## config.mk

```make
export PLATFORM = sky130hd
export DESIGN_NAME = spi_flash_reader
export DESIGN_NICKNAME = d
export VERILOG_FILES = /design/src/rtl/spi_flash_reader.sv
export SDC_FILE = /design/constraint.sdc
export NUM_CORES = 1
export LEC_CHECK = 0
export CORE_MARGIN = 1
export CORE_UTILIZATION = 55
export DETAILED_ROUTE_END_ITERATION = 8
export PLACE_DENSITY = 0.77
export SLEW_MARGIN = 20
export SYNTH_ARGS = -nofsm -noshare
export SYNTH_HDL_FRONTEND = slang
export SYNTH_SLANG_ARGS = --single-unit
```

## constraint.sdc

```tcl
create_clock -name wb_clk_i -period 3.5 [get_ports wb_clk_i]
set_input_delay 0.7 -clock wb_clk_i [delete_from_list [all_inputs] [get_ports wb_clk_i]]
set_output_delay 0.7 -clock wb_clk_i [all_outputs]
set_load 0.05 [all_outputs]
```

## src/rtl/spi_flash_reader.sv

```systemverilog
// spi_flash_reader: SPI mode-0 initiator issuing single-lane READ (0x03)
// transactions to a serial flash and streaming the returned bytes out over
// a valid/ready handshake with a single output byte register.
//
// Ports:
//   wb_clk_i, wb_rst_i     system clock, async active-high reset
//   start, addr, len       request; accepted in IDLE when len != 0
//   busy, done             transaction in flight / one-cycle completion pulse
//   data_o, data_valid,    received byte stream
//   data_ready
//   flash_csb, flash_clk,  flash pins (csb active low, SCK idles low,
//   flash_io0, flash_io1   io0 = MOSI, io1 = MISO)
//
// state | meaning
// IDLE  | waiting for start with len != 0
// SHIFT | clocking out 0x03 + 24-bit address, 32 bit cells
// DATA  | clocking in data bytes, 8 bit cells per byte
// HOLD  | byte complete, output register still full; SCK parked low
// GAP   | csb high, minimum deselect time and drain of last byte
module spi_flash_reader #(
  parameter int unsigned CLK_DIV = 2
) (
  input  logic        wb_clk_i,
  input  logic        wb_rst_i,
  input  logic        start,
  input  logic [23:0] addr,
  input  logic [15:0] len,
  output logic        busy,
  output logic        done,
  output logic [7:0]  data_o,
  output logic        data_valid,
  input  logic        data_ready,
  output logic        flash_csb,
  output logic        flash_clk,
  output logic        flash_io0,
  input  logic        flash_io1
);

  typedef enum logic [2:0] {IDLE, SHIFT, DATA, HOLD, GAP} state_t;

  localparam logic [7:0] DIV_LOAD = 8'(CLK_DIV - 1);
  localparam logic [8:0] GAP_LOAD = 9'(2 * CLK_DIV - 1);

  state_t      state_q, state_d;
  logic [30:0] sr_q;
  logic [15:0] bytes_q;
  logic [4:0]  bit_q;
  logic [7:0]  div_q;
  logic [8:0]  gap_q;
  logic [6:0]  rx_q;
  logic        sck_q, csb_q, io0_q, done_q, valid_q;
  logic [7:0]  data_q;
  logic        accept, rise, fall, tc;

  assign tc = (div_q == 8'd0);

  always_ff @(posedge wb_clk_i or posedge wb_rst_i) begin
    if (wb_rst_i) state_q <= IDLE;
    else          state_q <= state_d;
  end

  always_comb begin
    state_d = state_q;
    accept  = 1'b0;
    rise    = 1'b0;
    fall    = 1'b0;
    case (state_q)
      IDLE: begin
        if (start && len != 16'd0) begin
          state_d = SHIFT;
          accept  = 1'b1;
        end
      end
      SHIFT, DATA: begin
        rise = tc && !sck_q;
        fall = tc && sck_q;
        if (fall && bit_q == 5'd0) begin
          if (state_q == SHIFT)                state_d = DATA;
          else if (bytes_q == 16'd1)           state_d = GAP;
          // a byte consumed in this very cycle does not need to stall
          else if (valid_q && !data_ready)     state_d = HOLD;
        end
      end
      HOLD: if (valid_q && data_ready) state_d = DATA;
      GAP:  if (gap_q == 9'd0 && !valid_q) state_d = IDLE;
      default: state_d = IDLE;
    endcase
  end

  always_ff @(posedge wb_clk_i or posedge wb_rst_i) begin
    if (wb_rst_i) begin
      sr_q    <= '0;
      bytes_q <= '0;
      bit_q   <= '0;
      div_q   <= '0;
      gap_q   <= '0;
      rx_q    <= '0;
      sck_q   <= 1'b0;
      csb_q   <= 1'b1;
      io0_q   <= 1'b0;
      done_q  <= 1'b0;
      valid_q <= 1'b0;
      data_q  <= '0;
    end else begin
      done_q <= (state_q == GAP) && (state_d == IDLE);
      if (valid_q && data_ready) valid_q <= 1'b0;

      if (accept) begin
        // bit 31 of the command (0x03) is 0 and goes out on this edge;
        // sr holds the remaining 31 bits
        sr_q    <= {7'h03, addr};
        io0_q   <= 1'b0;
        csb_q   <= 1'b0;
        sck_q   <= 1'b0;
        div_q   <= DIV_LOAD;
        bit_q   <= 5'd31;
        bytes_q <= len;
      end

      if (state_q == SHIFT || state_q == DATA) begin
        div_q <= tc ? DIV_LOAD : div_q - 8'd1;
        if (rise) begin
          sck_q <= 1'b1;
          if (state_q == DATA) begin
            rx_q <= {rx_q[5:0], flash_io1};
            if (bit_q == 5'd0) begin
              data_q  <= {rx_q, flash_io1};
              valid_q <= 1'b1;
            end
          end
        end
        if (fall) begin
          sck_q <= 1'b0;
          sr_q  <= {sr_q[29:0], 1'b0};
          if (bit_q == 5'd0) begin
            bit_q <= 5'd7;
            io0_q <= 1'b0;
            if (state_q == DATA) begin
              bytes_q <= bytes_q - 16'd1;
              if (state_d == GAP) begin
                csb_q <= 1'b1;
                gap_q <= GAP_LOAD;
              end
            end
          end else begin
            bit_q <= bit_q - 5'd1;
            if (state_q == SHIFT) io0_q <= sr_q[30];
          end
        end
      end

      if (state_q == GAP && gap_q != 9'd0) gap_q <= gap_q - 9'd1;
    end
  end

  assign busy       = (state_q != IDLE);
  assign done       = done_q;
  assign data_o     = data_q;
  assign data_valid = valid_q;
  assign flash_csb  = csb_q;
  assign flash_clk  = sck_q;
  assign flash_io0  = io0_q;

endmodule

```

[After elaboration in Yosys (flattened, before gate mapping)]
Index checks and enable logic that the tools add are counted.
Storage, ports and cells
  flip-flop bits (word level): 92
  output and inout port bits: 14
  word-level logic and storage cells: 107
Operators by class
  $add $sub $neg: 4
  equality and inequality tests: 6
  mux-type cells: 53
  reduce and logical (&&, ||, !) cells: 31
Operators with widths (count)
  31-bit two-way mux: 3
  16-bit two-way mux: 5
  9-bit two-way mux: 6
  1-bit two-way mux: 24
  8-bit two-way mux: 3
  3-bit two-way mux: 7
  5-bit two-way mux: 4
  16-bit by 1-bit == test with 1-bit output, second input constant: 1
  16-bit nonzero test: 1
  16-bit by 1-bit subtractor with 16-bit output, second input constant: 1
  3-bit case mux with 4 select lines: 1
  2-bit nonzero test: 6
  1-bit logical AND: 9
  9-bit logical NOT: 1
  9-bit nonzero test: 1
  9-bit by 1-bit subtractor with 9-bit output, second input constant: 1
  8-bit logical NOT: 1
  8-bit by 1-bit subtractor with 8-bit output, second input constant: 1
  3-bit by 2-bit == test with 1-bit output, second input constant: 2
  3-bit == test, second input constant: 2
  3-bit logical NOT: 2
  5-bit logical NOT: 1
  5-bit AND reduction: 1
  5-bit by 1-bit subtractor with 5-bit output, second input constant: 1
  7 further kinds: 9

[Longest topological paths before layout]
Gate-level depths: netlist of the first run.
  word-level depth: 14
  depth in mapped cells: 9

[Worst setup path after synthesis of the first run]
OpenSTA, ideal clock, no wires.
  path type: register to register
  start point: register div_q[0]
  end point: register data_q[0], in the netlist data_o[0]
  setup time: 125 ps
  arrival time: 2037 ps
  data required time: 3375 ps
  path slack: 1339 ps
  cell stages (with the launch flop): 8
  path buffers: 1
  cells stage by stage: dfrtp_1 inv_1 ha_1 or3b_1 buf_2 nor4_4 nand2_4 mux2_2
Between the ends
  word-level cells in the longest chain between the ends: 4
Ends and longest elaborated chain
  from (decl): RTL line 48  | logic [7:0] div_q;
  from (signal assigned): RTL line 121  | div_q <= tc ? DIV_LOAD : div_q - 8'd1;
  8-bit logical NOT: RTL line 55  | assign tc = (div_q == 8'd0);
  1-bit logical AND: RTL line 75  | rise = tc && !sck_q;
  1-bit two-way mux: RTL line 67  | case (state_q)
  4-bit AND reduction (no source line)
  to (signal assigned): RTL line 127  | data_q <= {rx_q, flash_io1};
  to (decl): RTL line 52  | logic [7:0] data_q;
Every way passes these cells.
A chain may end at the register's enable or synchronous reset.

[Worst setup path after layout of the first run]
  start point: register bit_q[0]
  end point: register bytes_q[11]
Between the ends
  word-level cells in the longest chain between the ends: 4
Ends and longest elaborated chain
  from (decl): RTL line 47  | logic [4:0] bit_q;
  from (signal assigned): RTL line 146  | bit_q <= bit_q - 5'd1;
  5-bit logical NOT: RTL line 135  | if (bit_q == 5'd0) begin
  16-bit two-way mux: RTL line 135
  16-bit two-way mux: RTL line 132  | if (fall) begin
  16-bit two-way mux: RTL line 120  | if (state_q == SHIFT || state_q == DATA) begin
  to (signal assigned): RTL line 117  | bytes_q <= len;
  to (signal assigned): RTL line 139  | bytes_q <= bytes_q - 16'd1;
  to (decl): RTL line 46  | logic [15:0] bytes_q;
Every way passes these cells.

==> results of run 1 <==
[placed cells by master (no fill, tap or decap), drive strengths merged, types with 3 or more instances in the layout]
master | synthesis | final
clkbuf | 11 | 9
ha | 7 | 7
a22oi | 4 | 4
nor4 | 14 | 14
a22o | 6 | 6
o31ai | 5 | 5
clkdlybuf4s50 | 0 | 58
or3 | 5 | 5
buf | 11 | 5
nor2 | 67 | 67
a211oi | 4 | 4
nand3 | 11 | 11
o41ai | 4 | 4
a21o | 6 | 6
o21ai | 23 | 23
mux2i | 5 | 5
clkinv | 0 | 4
mux2 | 15 | 15
inv | 15 | 16
nand4b | 3 | 3
nand2 | 30 | 30
o22ai | 23 | 23
nand4 | 7 | 7
nor3b | 6 | 6
a311oi | 5 | 5
o21a | 3 | 3
nor3 | 34 | 34
dfrtp | 91 | 91
a21oi | 20 | 20
[per-stage QoR]
step / area (µm²) / worst slack [ns] / total power, µW / utilization [%] / instances
3_3_place_gp: 5230 / 0.798 / 2260 / 66.6 / 608
4_1_cts: 5430 / 0.818 / 3030 / 69.1 / 624
5_1_grt: 5430 / 0.543 / 3210 / 69.1 / 624
2_1_floorplan: 4550 / 0.410 / 2080 / - / 465
3_5_place_dp: 5230 / 0.729 / 2310 / 66.6 / 608
6_report: 5430 / 0.791 / 3020 / 69.1 / 624
[cells by family (layout without fill, tap and decap cells)]
logic type                 after synthesis  after routing  synth area share (%)
and+or+nand+nor                        193            193                  22.2
adders and majority gates                7              7                  1.92
buffers and inverters                   37             94                  3.44
muxes                                   20             20                  4.81
DFF                                     92             92                  50.6
AOI/OAI and AO/OA                      114            114                  16.6
xor gates and xnor gates                 2              2                 0.385
[how the worst max path moves through the flow]
stage / cells after the start / end / start / slack, ns
final: 7 / bytes_q[11]$_DFF_PP0_ / bit_q[0]$_DFF_PP0_ / 0.79
after global routing: 7 / bytes_q[11]$_DFF_PP0_ / bit_q[0]$_DFF_PP0_ / 0.54
after CTS: 7 / bytes_q[11]$_DFF_PP0_ / bit_q[0]$_DFF_PP0_ / 0.82
after detailed placement: 7 / sr_q[24]$_DFF_PP0_ / len[0] / 0.73
after global placement: 7 / sr_q[25]$_DFF_PP0_ / len[0] / 0.80
after floorplan: 1 / bit_q[0]$_DFF_PP0_ / wb_rst_i / 0.41
[flip-flops by register name, indices dropped and copies added (netlist names)]
| register | cells |
|---|---|
| bit_q | 5 |
| flash_clk | 1 |
| data_o | 8 |
| rx_q | 7 |
| done | 1 |
| gap_q | 9 |
| flash_io0 | 1 |
| div_q | 8 |
| sr_q | 31 |
| state_q | 3 |
| data_valid | 1 |
| flash_csb | 1 |
| bytes_q | 16 |
[metal layers]
metal | share of wire (%) | up-vias | GRT usage, %
met5 | 0 | - | 0
met4 | 0.68 | 0 | 7.18
met3 | 4.0 | 10 | 3.78
met2 | 50 | 108 | 42.1
met1 | 46 | 1874 | 35.0
li1 | - | 1830 | -
[power by group]
part,leakage (µW),internal [µW],switching (µW)
clock,0.000100,334,396
sequential,0.00111,1330,253
combinational,0.00109,338,372
total,0.00230,2000,1020
[layout make-up]
| class | count | area, µm² | share of cell area, % |
|---|---|---|---|
| clock buffer | 9 | 124 | 2.28 |
| clock inverter | 7 | 73.8 | 1.36 |
| inverter | 15 | 57.6 | 1.06 |
| multi-input combinational | 336 | 2100 | 38.6 |
| sequential | 92 | 2300 | 42.4 |
| tap | 102 | 128 | 2.35 |
| timing repair buffer | 63 | 643 | 11.9 |
==> metrics.csv, run 1 <==
metric,value,unit
post-detailed-routing wire length,10200,µm
leading cell type by number of instances after synthesis,dfrtp_1,
Fin Hold WS,0.503,ns
largest net degree at the start of global routing,54,
cells resized by post-CTS repair,0,
DIE AREA,0.00864,mm²
insertion delay to the later sink of the worst-skew pair,0.36,ns
top post-synthesis cells by area,"dfrtp_1 (50%), nor2_1 (5.5%), mux2_2 (3.7%)",
crit path DAT,2.96,ns
via count,3822,
worst hold start,sr_q[28]$_DFF_PP0_,
Yosys cell types,60,
clock sink total,92,
ys async rst share,100,%
worst-path cell chain,inv_1 > ha_1 > nor4b_4 > and4_1 > a21o_1 > a21oi_1 > a311oi_1,
Syn Inst Count,465,
hold path cells,1,
CTS tree,built,
cts bufs inserted,9,
VDD IR-drop max,0.000330,V
Final setup viols,0,
fmax,369,MHz
relative slew slack,39.1,%
Syn Nets,517,
RR Startpoint,bit_q[0]$_DFF_PP0_,
register bit total from synthesis,92,
GRT Total Usage,25.5,%
outcome,"complete, no violations",
vias in the first global route,3784,
final hold viol count,0,
CTS H-Tree Depth,3,
drc violations,0,
vias per cell,6.13,
filler cell count,645,
reg2reg setup slack,0.79,ns
required time at the endpoint of the critical path,3.75,ns
Worst Reg2Reg Path Length in Cells,7,
Tcrit/Tclk final,77.4,%
Worst Hold Class,reg -> reg,
Clock Tree Root,clkbuf_8,
Die Wd,93.0,µm
routability cong.,0.819,
I/O pins,59,
buffers added on ports,58,
Detailed Route Iter0 Violations,206,
Max stage delay on crit path,0.58,ns
Longest Clk Path Bufs,2,
Fin Clk Skew,0.00827,ns
share of cells above drive strength 1,9.20,%
crit start category,flop,
post-synthesis sequential area ratio,50.6,%
Hold Path End,sr_q[29]$_DFF_PP0_,
Crit Path Max Fanout,15,
Post-DP HPWL,6870,µm
first-pass GRT wire length,17600,µm
synthesis-to-finish area growth,19.2,%
Leak,0.00230,µW
reg-to-reg endpoint,bytes_q[11]$_DFF_PP0_,
family with the most delay on the worst path,simple AND/OR/NAND/NOR gates,
commonest register cell after synthesis,dfrtp_1,
DRT Pass-1 Iters,5,
global route total overflow,0,
Final #Nets,569,
mapped cell area,0.00455,mm²
Post-synth top cells,"dfrtp_1 (91), nor2_1 (67), nor3_1 (33)",
RSZ-0062 raised after global routing,false,
wire length per cell,16.3,µm
initial antenna violation count,0,
postcts setup bufs,0,
nature of the critical path endpoint,flop,
critical path buffer and inverter count,1,
FP Rows,32,
hold_buf cts,0,
area share of the largest cell type after synthesis,50.0,%
initial core utilization,58.0,%
"EDFF count, synth",0,
P per Cell Area,557,mW/mm²
WS Path Type,reg -> reg,
Yosys top cell by area,dfrtp_1,
# Max-Cap Violations,0,
Routed Antenna Nets,0,
clk slew on worst S/H paths,0.09,ns
Final Max Tran Viols,0,
Crit-path slowest cell,and4_1,
chip height,93.0,µm
clock period minus final worst setup slack,2.71,ns
core footprint,0.00785,mm²
# diodes,0,
Syn Area/Cell,9.79,µm²
Setup TNS Final,0,ns
Slew @ Worst Pin,0.914,ns
Ys Warns,0,
(Power assumes the default switching activity.)
==> inputs of run 2 (changes only) <==
CORE_UTILIZATION = 50   (was 55)
PLACE_DENSITY = 0.73   (was 0.77)
clock period = 2.2 ns   (was 3.5 ns; I/O delays follow)
==> run 2 against run 1 <==
Compared with the run above:
- clock power up 52%
- core utilization down 2.7 points
- critical path depth down 6
- clock skew up 0.0030 ns
==> metrics.csv, run 2 (synthesis gave the netlist of run 1 again) <==
metric,value,unit,change
Fin Clk Skew,0.0113,ns,was 0.00827 ns
power share of the clock group,22.6,%,was 24.2%
outcome,"complete, no violations",,unchanged
critical path buffer and inverter count,1,,unchanged
buffers added on ports,58,,unchanged
Crit. path cell count,1,,was 7
Die Wd,97.4,µm,was 93.0 µm
switching share of power,34.3,%,was 33.8%
first-pass GRT wire length,17800,µm,"was 17,600 µm"
initial antenna violation count,0,,unchanged
Worst Setup SP,flash_csb$_DFF_PP1_,,was bit_q[0]$_DFF_PP0_
relative slew slack,66.2,%,was 39.1%
family with the most delay on the worst path,buffers and inverters,,was simple AND/OR/NAND/NOR gates
I/O pins,59,,unchanged
worst-path cell chain,clkdlybuf4s50_1,,was inv_1 > ha_1 > nor4b_4 > and4_1 > a21o_1 > a21oi_1 > a311oi_1
vias per cell,5.89,,was 6.13
routability cong.,0.844,,was 0.819
Max stage delay on crit path,0.79,ns,was 0.58 ns
synthesis-to-finish area growth,28.0,%,was 19.2%
final hold viol count,0,,unchanged
# Max-Cap Violations,0,,unchanged
reg2reg setup slack,0.07,ns,was 0.79 ns
Detailed Route Iter0 Violations,191,,was 206
Final Max Tran Viols,0,,unchanged
VDD IR-drop max,0.000549,V,was 0.000330 V
CP endpoint,flash_csb,,was bytes_q[11]$_DFF_PP0_
core footprint,0.00876,mm²,was 0.00785 mm²
via count,3961,,"was 3,822"
# diodes,0,,unchanged
Final #Nets,612,,was 569
Clock Tree Root,clkbuf_8,,unchanged
clock period minus final worst setup slack,2.13,ns,
Fin Hold WS,0.340,ns,was 0.503 ns
post-detailed-routing wire length,10500,µm,"was 10,200 µm"
DIE AREA,0.00949,mm²,was 0.00864 mm²
WS Path Type,reg -> out,,was reg -> reg
chip height,97.4,µm,was 93.0 µm
Post-DP HPWL,7350,µm,was 6870 µm
Leak,0.00251,µW,was 0.00230 µW
share of cells above drive strength 1,17.9,%,was 9.20%
Comb power frac,26.4,%,was 23.5%
Longest Clk Path Bufs,2,,unchanged
nature of the critical path endpoint,primary output,,was flop
Worst Hold Class,in -> async,,was reg -> reg
clk slew on worst S/H paths,0.09,ns,about the same
fmax,470,MHz,
Routed Antenna Nets,0,,unchanged
Final setup viols,0,,unchanged
Tcrit/Tclk final,96.8,%,
NetSw,1690,µW,was 1020 µW
total power,4920,µW,was 3020 µW
cts bufs inserted,9,,unchanged
Slew @ Worst Pin,0.505,ns,was 0.914 ns
RR Startpoint,div_q[1]$_DFFE_PP0P_,,was bit_q[0]$_DFF_PP0_
crit start category,flop,,unchanged
GRT Total Usage,23.3,%,was 25.5%
Top Registers,"sr_q x31, bytes_q x16, gap_q x9",,unchanged
CTS H-Tree Depth,3,,unchanged
initial core utilization,51.9,%,was 58.0%
vias in the first global route,3800,,"was 3,784"
largest net degree at the start of global routing,87,,was 54
max FFs per register,31,,unchanged
Crit Path Max Fanout,2,,was 15
P per Cell Area,845,mW/mm²,was 557 mW/mm²
reg-to-reg endpoint,sr_q[23]$_DFF_PP0_,,was bytes_q[11]$_DFF_PP0_
largest register by flop count,sr_q,,unchanged
crit path DAT,1.69,ns,was 2.96 ns
wire length per cell,15.6,µm,was 16.3 µm
Crit-path slowest cell,clkdlybuf4s50_1,,was and4_1
required time at the endpoint of the critical path,1.76,ns,was 3.75 ns
global route total overflow,0,,unchanged
drc violations,0,,unchanged
"commonest non-fill, non-tap cells in the layout","dfrtp_1 (91), nor2_1 (66), clkdlybuf4s50_1 (56)",,"was dfrtp_1 (91), nor2_1 (67), clkdlybuf4s50_1 (58)"
fraction of power consumed by sequential logic,51.0,%,was 52.3%
CTS tree,built,,unchanged
DRT Pass-1 Iters,5,,unchanged
Int Pwr,3230,µW,was 2000 µW
insertion delay to the later sink of the worst-skew pair,0.36,ns,about the same
"most common cell after layout, fill and taps aside",dfrtp_1,,unchanged
Worst Reg2Reg Path Length in Cells,7,,unchanged
FP Rows,34,,was 32
clock sink total,92,,unchanged
## run 2: cell types whose count changed in the layout (fill, tap and decap cells not counted), sizes merged
cell and change:
buf +45, clkinvlp +2, clkdlybuf4s50 -2, clkinv -3
inv +1, clkbuf +1, bufinv -1
## run 2: cell type report
class,count,area (µm²)
Inverter,15,60.1
Multi-Input combinational cell,336,2140
Tap cell,108,135
Fill cell,681,2940
Clock buffer,10,138
Timing Repair Buffer,106,990
Clock inverter,6,55.1
Sequential cell,92,2300
## run 2: worst min-delay path by stage
stage | from | cells past startpoint | to
floorplan | sr_q[30]$_DFF_PP0_ | 1 | sr_q[30]$_DFF_PP0_
global placement | sr_q[24]$_DFF_PP0_ | 1 | sr_q[24]$_DFF_PP0_
detailed placement | sr_q[27]$_DFF_PP0_ | 1 | sr_q[27]$_DFF_PP0_
CTS | wb_rst_i | 2 | bytes_q[5]$_DFF_PP0_
global route | wb_rst_i | 2 | bytes_q[6]$_DFF_PP0_
finish | wb_rst_i | 2 | bytes_q[6]$_DFF_PP0_
## run 2: through the flow
step                setup WS [ns]  cells  setup TNS, ns  utilization, %  cell area (µm²)
floorplan                  0.0385    465              0               -             4550
global placement           -0.292    656         -14.23            63.5             5570
detailed placement         -0.212    656          -7.86            63.5             5570
CTS                        0.0311    672              0            65.8             5760
global route              -0.0108    673        -0.0188            66.5             5820
finish                     0.0707    673              0            66.5             5820
## run 2: what timing repair did
action,CTS,global route
endpoints found under the setup margin,8,35
hold buffers,0,0
gates cloned,0,0
gates resized for setup,1,12
buffers inserted,0,1
pin swaps,0,2
## run 2: power groups by stage
stage | sequential (µW) | combinational (µW) | clock (µW)
finish | 2510 | 1300 | 1110
global route | 2570 | 1450 | 1220
CTS | 2480 | 1270 | 1150
detailed placement | 2520 | 1250 | 0
global placement | 2490 | 1200 | 0
floorplan | 2430 | 877 | 0
## run 2: routing by layer
metal	vias up	GRT usage, %	wire length [µm]
met4	0	5.77	91
met5	-	0	0
met1	1939	29.8	4580
li1	1916	-	-
met3	6	5.32	490
met2	100	40.1	5330
